==> src/rtl/slice_alu.sv <==
// Multi-cycle ALU that walks the operands one SLICE_W-bit slice per clock, LSB first.
// Used beside the CPU datapath for both 8-bit accumulator ops and 16-bit register-pair adds.
module slice_alu #(
  parameter int DATA_W  = 8,
  parameter int SLICE_W = 4,
  parameter int H_BIT   = 3
) (
  input  logic              clk,
  input  logic              rst_n,
  input  logic              start,
  input  logic [2:0]        op,
  input  logic [DATA_W-1:0] op_a,
  input  logic [DATA_W-1:0] op_b,
  input  logic [3:0]        flags_in,
  output logic              busy,
  output logic              done,
  output logic [DATA_W-1:0] result,
  output logic [3:0]        flags_out
);

  localparam int N     = DATA_W / SLICE_W;
  localparam int IDX_W = (N > 1) ? $clog2(N) : 1;
  localparam int H_IDX = (H_BIT + 1) / SLICE_W - 1;

  localparam logic [IDX_W-1:0] LAST_SLICE = IDX_W'(N - 1);
  localparam logic [IDX_W-1:0] H_SLICE    = IDX_W'(H_IDX);

  localparam logic [2:0] OP_ADD = 3'd0;
  localparam logic [2:0] OP_ADC = 3'd1;
  localparam logic [2:0] OP_SUB = 3'd2;
  localparam logic [2:0] OP_SBC = 3'd3;
  localparam logic [2:0] OP_AND = 3'd4;
  localparam logic [2:0] OP_XOR = 3'd5;
  localparam logic [2:0] OP_OR  = 3'd6;
  localparam logic [2:0] OP_CP  = 3'd7;

  typedef enum logic [1:0] {
    IDLE = 2'd0,
    RUN  = 2'd1,
    DONE = 2'd2
  } state_t;

  state_t              state_q, state_d;
  logic [IDX_W-1:0]    idx_q, idx_d;
  logic                busy_q, busy_d;
  logic                done_q, done_d;
  logic [DATA_W-1:0]   result_q, result_d;
  logic [3:0]          flags_q, flags_d;

  logic [2:0]          op_q, op_d;
  logic [DATA_W-1:0]   a_q, a_d;
  logic [DATA_W-1:0]   b_q, b_d;
  logic                cy_q, cy_d;
  logic [DATA_W-1:0]   acc_q, acc_d;
  logic                zero_q, zero_d;
  logic                h_q, h_d;

  logic                is_sub;
  logic                is_arith;
  logic [SLICE_W-1:0]  a_s, b_s, slice_v;
  logic [SLICE_W:0]    arith_v;
  logic                cout;
  logic                slice_z;
  logic                h_final;
  int                  bit_lo;

  logic                unused_flags;
  assign unused_flags = ^flags_in[3:1];

  // Returns {carry/borrow out, slice value}; a borrow shows up as the top bit of the wrapped difference.
  function automatic logic [SLICE_W:0] slice_arith(input logic [SLICE_W-1:0] a,
                                                   input logic [SLICE_W-1:0] b,
                                                   input logic               cin,
                                                   input logic               sub);
    logic [SLICE_W:0] ae, be, ce;
    ae = {1'b0, a};
    be = {1'b0, b};
    ce = {{SLICE_W{1'b0}}, cin};
    slice_arith = sub ? (ae - be - ce) : (ae + be + ce);
  endfunction

  always_comb begin
    is_sub   = (op_q == OP_SUB) || (op_q == OP_SBC) || (op_q == OP_CP);
    is_arith = (op_q != OP_AND) && (op_q != OP_XOR) && (op_q != OP_OR);
    bit_lo   = int'(idx_q) * SLICE_W;
    a_s      = a_q[bit_lo +: SLICE_W];
    b_s      = b_q[bit_lo +: SLICE_W];
    arith_v  = slice_arith(a_s, b_s, cy_q, is_sub);

    case (op_q)
      OP_AND:  slice_v = a_s & b_s;
      OP_XOR:  slice_v = a_s ^ b_s;
      OP_OR:   slice_v = a_s | b_s;
      default: slice_v = arith_v[SLICE_W-1:0];
    endcase

    cout    = is_arith & arith_v[SLICE_W];
    slice_z = (slice_v == '0);

    case (op_q)
      OP_AND:         h_final = 1'b1;
      OP_XOR, OP_OR:  h_final = 1'b0;
      default:        h_final = (idx_q == H_SLICE) ? cout : h_q;
    endcase
  end

  always_comb begin
    state_d  = state_q;
    idx_d    = idx_q;
    busy_d   = busy_q;
    done_d   = 1'b0;
    result_d = result_q;
    flags_d  = flags_q;
    op_d     = op_q;
    a_d      = a_q;
    b_d      = b_q;
    cy_d     = cy_q;
    acc_d    = acc_q;
    zero_d   = zero_q;
    h_d      = h_q;

    case (state_q)
      RUN: begin
        acc_d[bit_lo +: SLICE_W] = slice_v;
        cy_d   = cout;
        zero_d = zero_q & slice_z;
        if (idx_q == H_SLICE) h_d = cout;
        idx_d  = idx_q + 1'b1;
        if (idx_q == LAST_SLICE) begin
          state_d  = DONE;
          idx_d    = '0;
          busy_d   = 1'b0;
          done_d   = 1'b1;
          result_d = (op_q == OP_CP) ? a_q : acc_d;
          flags_d  = {zero_q & slice_z, is_sub, h_final, cout};
        end
      end
      default: begin
        // IDLE and DONE both accept; DONE falls back to IDLE after its single cycle.
        state_d = IDLE;
        busy_d  = 1'b0;
        if (start) begin
          op_d    = op;
          a_d     = op_a;
          b_d     = op_b;
          cy_d    = ((op == OP_ADC) || (op == OP_SBC)) & flags_in[0];
          acc_d   = '0;
          zero_d  = 1'b1;
          h_d     = 1'b0;
          idx_d   = '0;
          state_d = RUN;
          busy_d  = 1'b1;
        end
      end
    endcase
  end

  always_ff @(posedge clk) begin
    if (!rst_n) begin
      state_q  <= IDLE;
      idx_q    <= '0;
      busy_q   <= 1'b0;
      done_q   <= 1'b0;
      result_q <= '0;
      flags_q  <= '0;
    end else begin
      state_q  <= state_d;
      idx_q    <= idx_d;
      busy_q   <= busy_d;
      done_q   <= done_d;
      result_q <= result_d;
      flags_q  <= flags_d;
    end
  end

  always_ff @(posedge clk) begin
    op_q   <= op_d;
    a_q    <= a_d;
    b_q    <= b_d;
    cy_q   <= cy_d;
    acc_q  <= acc_d;
    zero_q <= zero_d;
    h_q    <= h_d;
  end

  assign busy      = busy_q;
  assign done      = done_q;
  assign result    = result_q;
  assign flags_out = flags_q;

endmodule

==> config.mk <==
export PLATFORM = sky130hd
export DESIGN_NAME = slice_alu
export DESIGN_NICKNAME = d
export VERILOG_FILES = /design/src/rtl/slice_alu.sv
export SDC_FILE = /design/constraint.sdc
export NUM_CORES = 1
export LEC_CHECK = 0
export CAP_MARGIN = 15
export CORE_MARGIN = 1
export CORE_UTILIZATION = 47
export DETAILED_ROUTE_END_ITERATION = 10
export MAX_ROUTING_LAYER = met4
export PLACE_DENSITY = 0.83
export SYNTH_ARGS = -nofsm -noshare
export SYNTH_HDL_FRONTEND = slang
export SYNTH_SLANG_ARGS = --single-unit
==> constraint.sdc <==
create_clock -name clk -period 3.25 [get_ports clk]
set_input_delay 0.975 -clock clk [delete_from_list [all_inputs] [get_ports clk]]
set_output_delay 0.975 -clock clk [all_outputs]
set_load 0.005 [all_outputs]
==> flow_summary.ini, run 1 <==
[setup_path]
crit_family = multiplexers
crit_path_end_kind = flip-flop
startpoint_type = flip-flop
cp_max_fo = 7
path_cells = buf_4 -> mux2i_1 -> fa_1 -> nor3_1 -> a21oi_1 -> a22oi_1 -> and3b_1 -> nand2_1 -> o21ai_1
reg2reg_depth = 9
critPathRequiredTime_ns = 3.30
arrival_ns = 3.00
worstSetupPathType = reg2reg
cpPeakStageDelay_ns = 0.52
cp_num_buf_inv = 1
cp_slowest_cell = mux2i_1
crit_cells = 9

[floorplan]
die_h_um = 70.9
die_w_um = 70.9
num_rows = 24
initial_core_util = 0.502
core-area_sq_um = 4440
dieArea_sq_um = 5020
io_pins = 40

[global_routing]
grt_antenna_before_repair = 0
track_usage = 0.207
overflow = 0
grt_max_degree = 24
grt_pass1_vias = 1672
grt_pass1_wl_um = 7760

[yosys]
yosysTopAreaCell = edfxtp_1
synthArstFlopShare = 0
syn-num-nets = 246
ys_seq_area_frac = 0.494
synth_warnings = 0
avgSynthCellArea_sq_um = 10.9
synth_edf_count = 26
synth_top_area_frac = 0.350
syn_area_sq_um = 2230
synth_cells = 204
synthDistinctLibCells = 41
synth_flop_cell = edfxtp_1
synth-seq-cells = 42
synthTopCellsByArea = edfxtp_1, dfxtp_1, mux2i_1

[sta]
max-slew-margin-rel = 0.470
worst_slew_pin_slew_ns = 0.795
setup_violations = 0
worst_slack_ns = 0.303
skew_ns = 0.0113
holdWs_ns = 0.460
timing.final.hold_violations = 0
drv_slew = 0
period_needed_ns = 2.95
fmax_ghz = 0.339
rsz0062_at_grt = false
setup_tns_ns = 0
finalCritPeriodShare = 0.907

[layout]
fill_cells = 375
drive_above_1_share = 0.0857
fin_util = 0.620
syn2layout_area_growth_pct = 23.6
nets = 286
antenna_cells = 0

[run_status]
status = completed

[placement]
hpwlAfterDp_um = 3330
gp_congestion = 0.862
place_ws_ns = 0.303
port-buffer-count = 36

[detailed_routing]
drc = 0
drtPass1Iterations = 6
num_vias = 1668
avgViaCountPerCell = 5.62
drtIter0Drc = 134
drt_wl_total_um = 4390
wl_per_cell_um = 14.8
antenna_left = 0

[hold_path]
whs_path_depth = 2
hold_path.class = reg2reg

[run]
maxCapViolCount = 0

[clock_network]
h-tree-depth = 2
post-cts-setup-buffers = 0
cts_sinks = 42
clockBufferDepth = 2
cts_repair_resize_count = 0
cts_tree = done
clock_latency_ns = 0.31
root_buffer = clkbuf_8
cts_made_buffers = 5
postCtsHoldBufs = 0
clk_pin_slew_worst_paths_ns = 0.09

[power_and_ir_drop]
leakagePower_nw = 1.17
p_per_area_nw_per_um2 = 466
ir_drop_mv = 0.304
-- where the power goes --
group / internal, W / total, W / leakage (nW) / switching (W)
Sequential: 0.000606 / 0.000633 / 0.384 / 0.0000263
Clock: 0.000154 / 0.000352 / 0.0451 / 0.000198
Combinational: 0.000143 / 0.000300 / 0.736 / 0.000158
-- worst reg2reg max path, cell delays in order, from the launching register on --
cell,delay (ns)
dfxtp_1,0.45
buf_4,0.23
mux2i_1,0.52
fa_1,0.52
nor3_1,0.19
a21oi_1,0.06
a22oi_1,0.37
and3b_1,0.24
nand2_1,0.06
o21ai_1,0.05
-- per-stage QoR --
step           total power (W)  instance area [sq um]  instances
5_1_grt                0.00135                   2760        297
3_5_place_dp          0.000944                   2670        289
2_1_floorplan         0.000842                   2230        204
6_report               0.00129                   2760        297
4_1_cts                0.00129                   2760        297
3_3_place_gp          0.000932                   2670        289
-- cell usage in the layout, fill, tap and decap left out, drive strengths merged, types with 4 or more instances in the layout --
cell type / n
clkbuf: 5
edfxtp: 26
o21ai: 14
a211oi: 5
nor2: 9
a21oi: 7
buf: 6
nand2: 16
inv: 22
o211a: 5
ha: 12
mux2i: 18
fa: 4
clkdlybuf4s50: 36
dfxtp: 16
nand3: 5
nor2b: 4
and2: 5
-- cells in the mapped netlist, drive strengths merged (3+ instances only) --
cell type	n
a21oi	7
inv	20
a211oi	5
ha	12
clkbuf	6
nand2b	3
edfxtp	26
o21ai	14
nor2b	4
buf	3
and2	5
nand3	5
dfxtp	16
nand2	16
o211a	5
mux2i	18
a21boi	3
nor2	9
fa	4
-- worst paths after layout --
kind | slack (ns) | end | from
worst max-delay path | 0.30 | zero_q | idx_q
worst min register to register | 0.46 | flags_out[2] | flags_out[2]
worst max register to register | 0.30 | zero_q | idx_q
worst min-delay path | 0.46 | flags_out[2] | flags_out[2]
-- metal layers --
layer | track usage | part of all wire | vias up
met5 | - | 0 | -
met4 | 0.0778 | 0.018 | 0
met3 | 0.0456 | 0.050 | 9
met2 | 0.326 | 0.48 | 58
met1 | 0.262 | 0.45 | 799
li1 | - | - | 802
-- sequential cells by signal, indices dropped and copies added, names as in the netlist --
signal / count
a_q: 8
b_q: 8
result: 8
acc_q: 4
flags_out: 4
op_q: 3
state_q: 2
cy_q: 1
done: 1
h_q: 1
idx_q: 1
zero_q: 1
-- layout make-up --
cell class | instances | area, sq um | area share
Multi-Input combinational cell | 133 | 1020 | 0.369
Tap cell | 52 | 65.1 | 0.0236
Inverter | 20 | 75.1 | 0.0272
Sequential cell | 42 | 1100 | 0.399
Clock buffer | 5 | 68.8 | 0.0250
Clock inverter | 3 | 22.5 | 0.00817
Timing Repair Buffer | 42 | 405 | 0.147
-- cells by family after synthesis --
kind of cell               synth area share
buffers and inverters                0.0494
xor gates and xnor gates            0.00786
muxes                                0.0859
and+or+nand+nor                       0.108
adders and majority gates             0.103
DFF                                   0.494
AOI/OAI and AO/OA                     0.152
Power figures use the tool's default switching activity.
==> run 2, diff against run 1 <==
RECOVER_POWER = 25   (was default)
==> run 2 against run 1 <==
Net effect:
- the run now ends with DRC left
- worst setup slack worse by 0.0061 ns
- non-clock buffer count stayed put
- combinational power is 1% lower
- final cell count stayed put
- critical path depth stayed put
- clock-buffer cell count stayed put
==> flow_summary.ini, run 2 (synthesized netlist as in run 1, its figures left out) <==
[run_status]
status = finished, violations left
violations = DRC

[global_routing]
use_met1 = 0.262
grt_most_used_layer = met2
met2_usage = 0.326
grt_pass1_wl_um = 7760
grt_antenna_before_repair = 0
track_usage = 0.207
grt_use_met3 = 0.0456
grt_pass1_vias = 1672
grt_max_degree = 24
overflow = 0

[setup_path]
arrival_ns = 3.01
cpPeakStageDelay_ns = 0.53
reg2reg_depth = 9
cp_slowest_cell = mux2i_1
path_cells = buf_4 -> mux2i_1 -> fa_1 -> nor3_1 -> a21oi_1 -> a22oi_1 -> and3b_1 -> nand2_1 -> o21ai_1
startpoint_type = flip-flop
worstSetupPathType = reg2reg
cp_num_buf_inv = 1
cp_max_fo = 7
critPathRequiredTime_ns = 3.30
crit_family = multiplexers
crit_path_end_kind = flip-flop
crit_cells = 9

[hold_path]
whs_path_depth = 2
hold_path.class = reg2reg

[sta]
timing.final.hold_violations = 0
rsz0062_at_grt = false
drv_slew = 0
fmax_ghz = 0.339
skew_ns = 0.0114
setup_tns_ns = 0
finalCritPeriodShare = 0.909
period_needed_ns = 2.95
max-slew-margin-rel = 0.465
worst_slew_pin_slew_ns = 0.802
setup_violations = 0

[clock_network]
post-cts-setup-buffers = 0
root_buffer = clkbuf_8
h-tree-depth = 2
clock_latency_ns = 0.31
cts_repair_resize_count = 0
cts_tree = done
postCtsHoldBufs = 0
cts_made_buffers = 5
clockBufferDepth = 2
cts_sinks = 42
clk_pin_slew_worst_paths_ns = 0.09

[placement]
port-buffer-count = 36
gp_congestion = 0.862
dp.cells = 289
hpwlAfterDp_um = 3330

[layout]
final_common_cell = edfxtp_1
final_cells = 297
drive_above_1_share = 0.0857
nets = 286
syn2layout_area_growth_pct = 23.6
fill_cells = 375
layout_common_cells = edfxtp_1, dlygate4sd3_1, mux2i_1
antenna_cells = 0

[power_and_ir_drop]
leakagePower_nw = 1.17
p_per_area_nw_per_um2 = 465
ir_drop_mv = 0.303

[detailed_routing]
drtIter0Drc = 134
num_vias = 1672
avgViaCountPerCell = 5.63
drc = 6
wl_per_cell_um = 14.7
drt_wl_total_um = 4380
drtPass1Iterations = 7
antenna_left = 0

[floorplan]
initial_core_util = 0.502
core-area_sq_um = 4440
num_rows = 24
dieArea_sq_um = 5020
die_w_um = 70.9
io_pins = 40
die_h_um = 70.9

[run]
maxCapViolCount = 0
==> run 2: layout make-up <==
cell class / instances / area (sq um) / share of cell area
inverter: 20 / 75.1 / 0.0272
multi-input combinational: 133 / 1020 / 0.369
clock buffer: 5 / 68.8 / 0.0250
timing repair buffer: 42 / 405 / 0.147
clock inverter: 3 / 22.5 / 0.00817
tap: 52 / 65.1 / 0.0236
sequential: 42 / 1100 / 0.399
==> run 2: worst paths after layout <==
check | start | to | slack (ns)
hold / removal | flags_out[2] | flags_out[2] | 0.46
setup / recovery | idx_q | zero_q | 0.30
setup reg to reg | idx_q | zero_q | 0.30
hold reg to reg | flags_out[2] | flags_out[2] | 0.46
==> run 2: stage by stage <==
stage	setup slack, ns	power [W]	utilization	hold slack (ns)	cell area (sq um)
after floorplan	0.0832	0.000842	-	0.447	2230
after global placement	0.371	0.000932	0.600	0.437	2670
after detailed placement	0.303	0.000944	0.600	0.452	2670
after CTS	0.289	0.00129	0.620	0.462	2760
after global routing	0.0449	0.00135	0.620	0.474	2760
final	0.297	0.00128	0.620	0.462	2760
==> run 2: worst register-to-register path, delay by kind of cell, from the launching register on <==
family	cells	cell delay (ns)
DFF	1	0.45
and+or+nand+nor	3	0.49
buffers and inverters	1	0.23
adders and majority gates	1	0.52
muxes	1	0.53
AOI/OAI and AO/OA	3	0.48
==> run 2: per-layer routing <==
metal  up-vias  share of wire  wire length (um)
li1        802              -                 -
met1       793           0.44              1940
met2        68           0.48              2100
met3         9          0.058               252
met4         0          0.018                81
met5         -              0                 0
==> run 2: power breakdown <==
group          switching (W)  internal [W]  total [W]
sequential         0.0000262      0.000606   0.000633
clock               0.000198      0.000154   0.000352
combinational       0.000158      0.000138   0.000296
total               0.000382      0.000899    0.00128
==> run 3, diff against run 2 <==
CORE_UTILIZATION = 50   (was 47)
DONT_BUFFER_PORTS = 1   (was default)
PLACE_DENSITY = 0.76   (was 0.83)
==> run 3 against run 2 <==
Net effect:
- the flow now finishes without violations
- worst hold slack better by 0.010 ns
- critical path depth rose by 1
- first-iteration DRC count is 25% lower
- sequential power hardly changed
- combinational power shrank 11%
- sequential share of layout area is 6.0 points higher
- clock-buffer cell count grew 2
- worst setup slack worse by 0.040 ns
- critical path type unchanged
- largest cell class unchanged
==> flow_summary.ini, run 3 (synthesized netlist as in run 1, its figures left out) <==
[global_routing]
overflow = 0
track_usage = 0.214
grt_antenna_before_repair = 0
grt_pass1_vias = 1439
grt_max_degree = 24
grt_pass1_wl_um = 6870

[setup_path]
cp-startpoint = idx_q
cpPeakStageDelay_ns = 0.46
reg2reg_to = acc_q[3]
path_cells = mux2i_1 -> inv_1 -> fa_1 -> inv_1 -> ha_1 -> a211oi_2 -> xnor2_1 -> a221oi_2 -> o21ai_2 -> o21ba_1
startpoint_type = flip-flop
crit_path_end_kind = flip-flop
reg2reg_depth = 10
worstSetupPathType = reg2reg
cp_slowest_cell = dfxtp_1
critPathRequiredTime_ns = 3.31
cp_common_cell = inv_1
r2r_slack_ns = 0.26
rr_startpoint = idx_q
arrival_ns = 3.05
cp_max_fo = 5

[layout]
syn2layout_area_growth_pct = 7.52
antenna_cells = 0
fin_util = 0.579
final_common_cell = edfxtp_1
drive_above_1_share = 0.0957
layout_common_cells = edfxtp_1, mux2i_1, inv_1, nand2_1, dfxtp_1
nets = 250

[power_and_ir_drop]
p_total_w = 0.00126
p_per_area_nw_per_um2 = 524
ir_drop_mv = 0.283
leakagePower_nw = 1.04

[detailed_routing]
avgViaCountPerCell = 5.83
drtPass1Iterations = 4
drt_wl_total_um = 4290
wl_per_cell_um = 16.5
drtIter0Drc = 100
drc = 0
antenna_left = 0
num_vias = 1510

[clock_network]
clockBufferDepth = 2
cts_made_buffers = 5
clk_pin_slew_worst_paths_ns = 0.08
root_buffer = clkbuf_8
clock_latency_ns = 0.30
postCtsHoldBufs = 0
h-tree-depth = 2
cts_sinks = 42
cts_tree = done
cts_repair_resize_count = 0
post-cts-setup-buffers = 0

[floorplan]
io_pins = 40
die_w_um = 68.8
dieArea_sq_um = 4730
num_rows = 23
die_h_um = 68.8
initial_core_util = 0.538
core-area_sq_um = 4140

[placement]
hpwlAfterDp_um = 3220
port-buffer-count = 0
place_ws_ns = 0.269
gp_congestion = 0.831

[sta]
worst_slew_pin_slew_ns = 0.778
worst_slack_ns = 0.257
rsz0062_at_grt = false
fmax_ghz = 0.334
period_needed_ns = 2.99
finalCritPeriodShare = 0.921
skew_ns = 0.00463
setup_tns_ns = 0
timing.final.hold_violations = 0
max-slew-margin-rel = 0.482
drv_slew = 0
setup_violations = 0

[hold_path]
hold_path_startpoint = flags_out[2]
holdPathEnd = flags_out[2]
hold_path.class = reg2reg
whs_path_depth = 2

[run]
maxCapViolCount = 0

[run_status]
status = completed
[run 3: stage by stage]
stage,cells,instance area (sq um),hold slack [ns]
final,259,2400,0.472
after global routing,259,2400,0.520
after CTS,259,2400,0.476
after detailed placement,251,2300,0.465
after global placement,251,2300,0.459
after floorplan,204,2230,0.447
[run 3: layer usage]
| layer | track usage | wire [um] | part of all wire | vias up |
|---|---|---|---|---|
| li1 | - | - | - | 736 |
| met1 | 0.278 | 1990 | 0.46 | 711 |
| met3 | 0.0526 | 282 | 0.066 | 6 |
| met4 | 0.0765 | 57 | 0.013 | 0 |
| met2 | 0.326 | 1960 | 0.46 | 57 |
| met5 | - | 0 | 0 | - |
[run 3: layout make-up]
type,instances,area [sq um]
multi-input combinational,133,1020
sequential,42,1100
timing repair buffer,6,45.0
clock inverter,1,8.76
fill,353,1750
clock buffer,7,86.3
tap,50,62.6
inverter,20,75.1
[run 3: worst max path at each step]
stage,endpoint,slack [ns]
4_1_cts,acc_q[3],0.26
5_1_grt,zero_q,0.03
3_3_place_gp,acc_q[3],0.33
6_report,acc_q[3],0.26
3_5_place_dp,acc_q[3],0.27
2_1_floorplan,zero_q,0.08
[run 3: critical path, delay by kind of cell, from the launching register on]
kind            cells  cell delay (ns)
compound gates      4             0.87
xor+xnor            1             0.13
fa+ha+maj           2             0.64
buf+inv             2             0.26
flops               1             0.46
mux                 1             0.40
[run 3: power by group]
group	internal, W	switching, W	total, W	leakage [nW]
Clock	0.000176	0.000185	0.000360	0.0489
Sequential	0.000607	0.0000269	0.000634	0.384
Combinational	0.000111	0.000151	0.000262	0.602
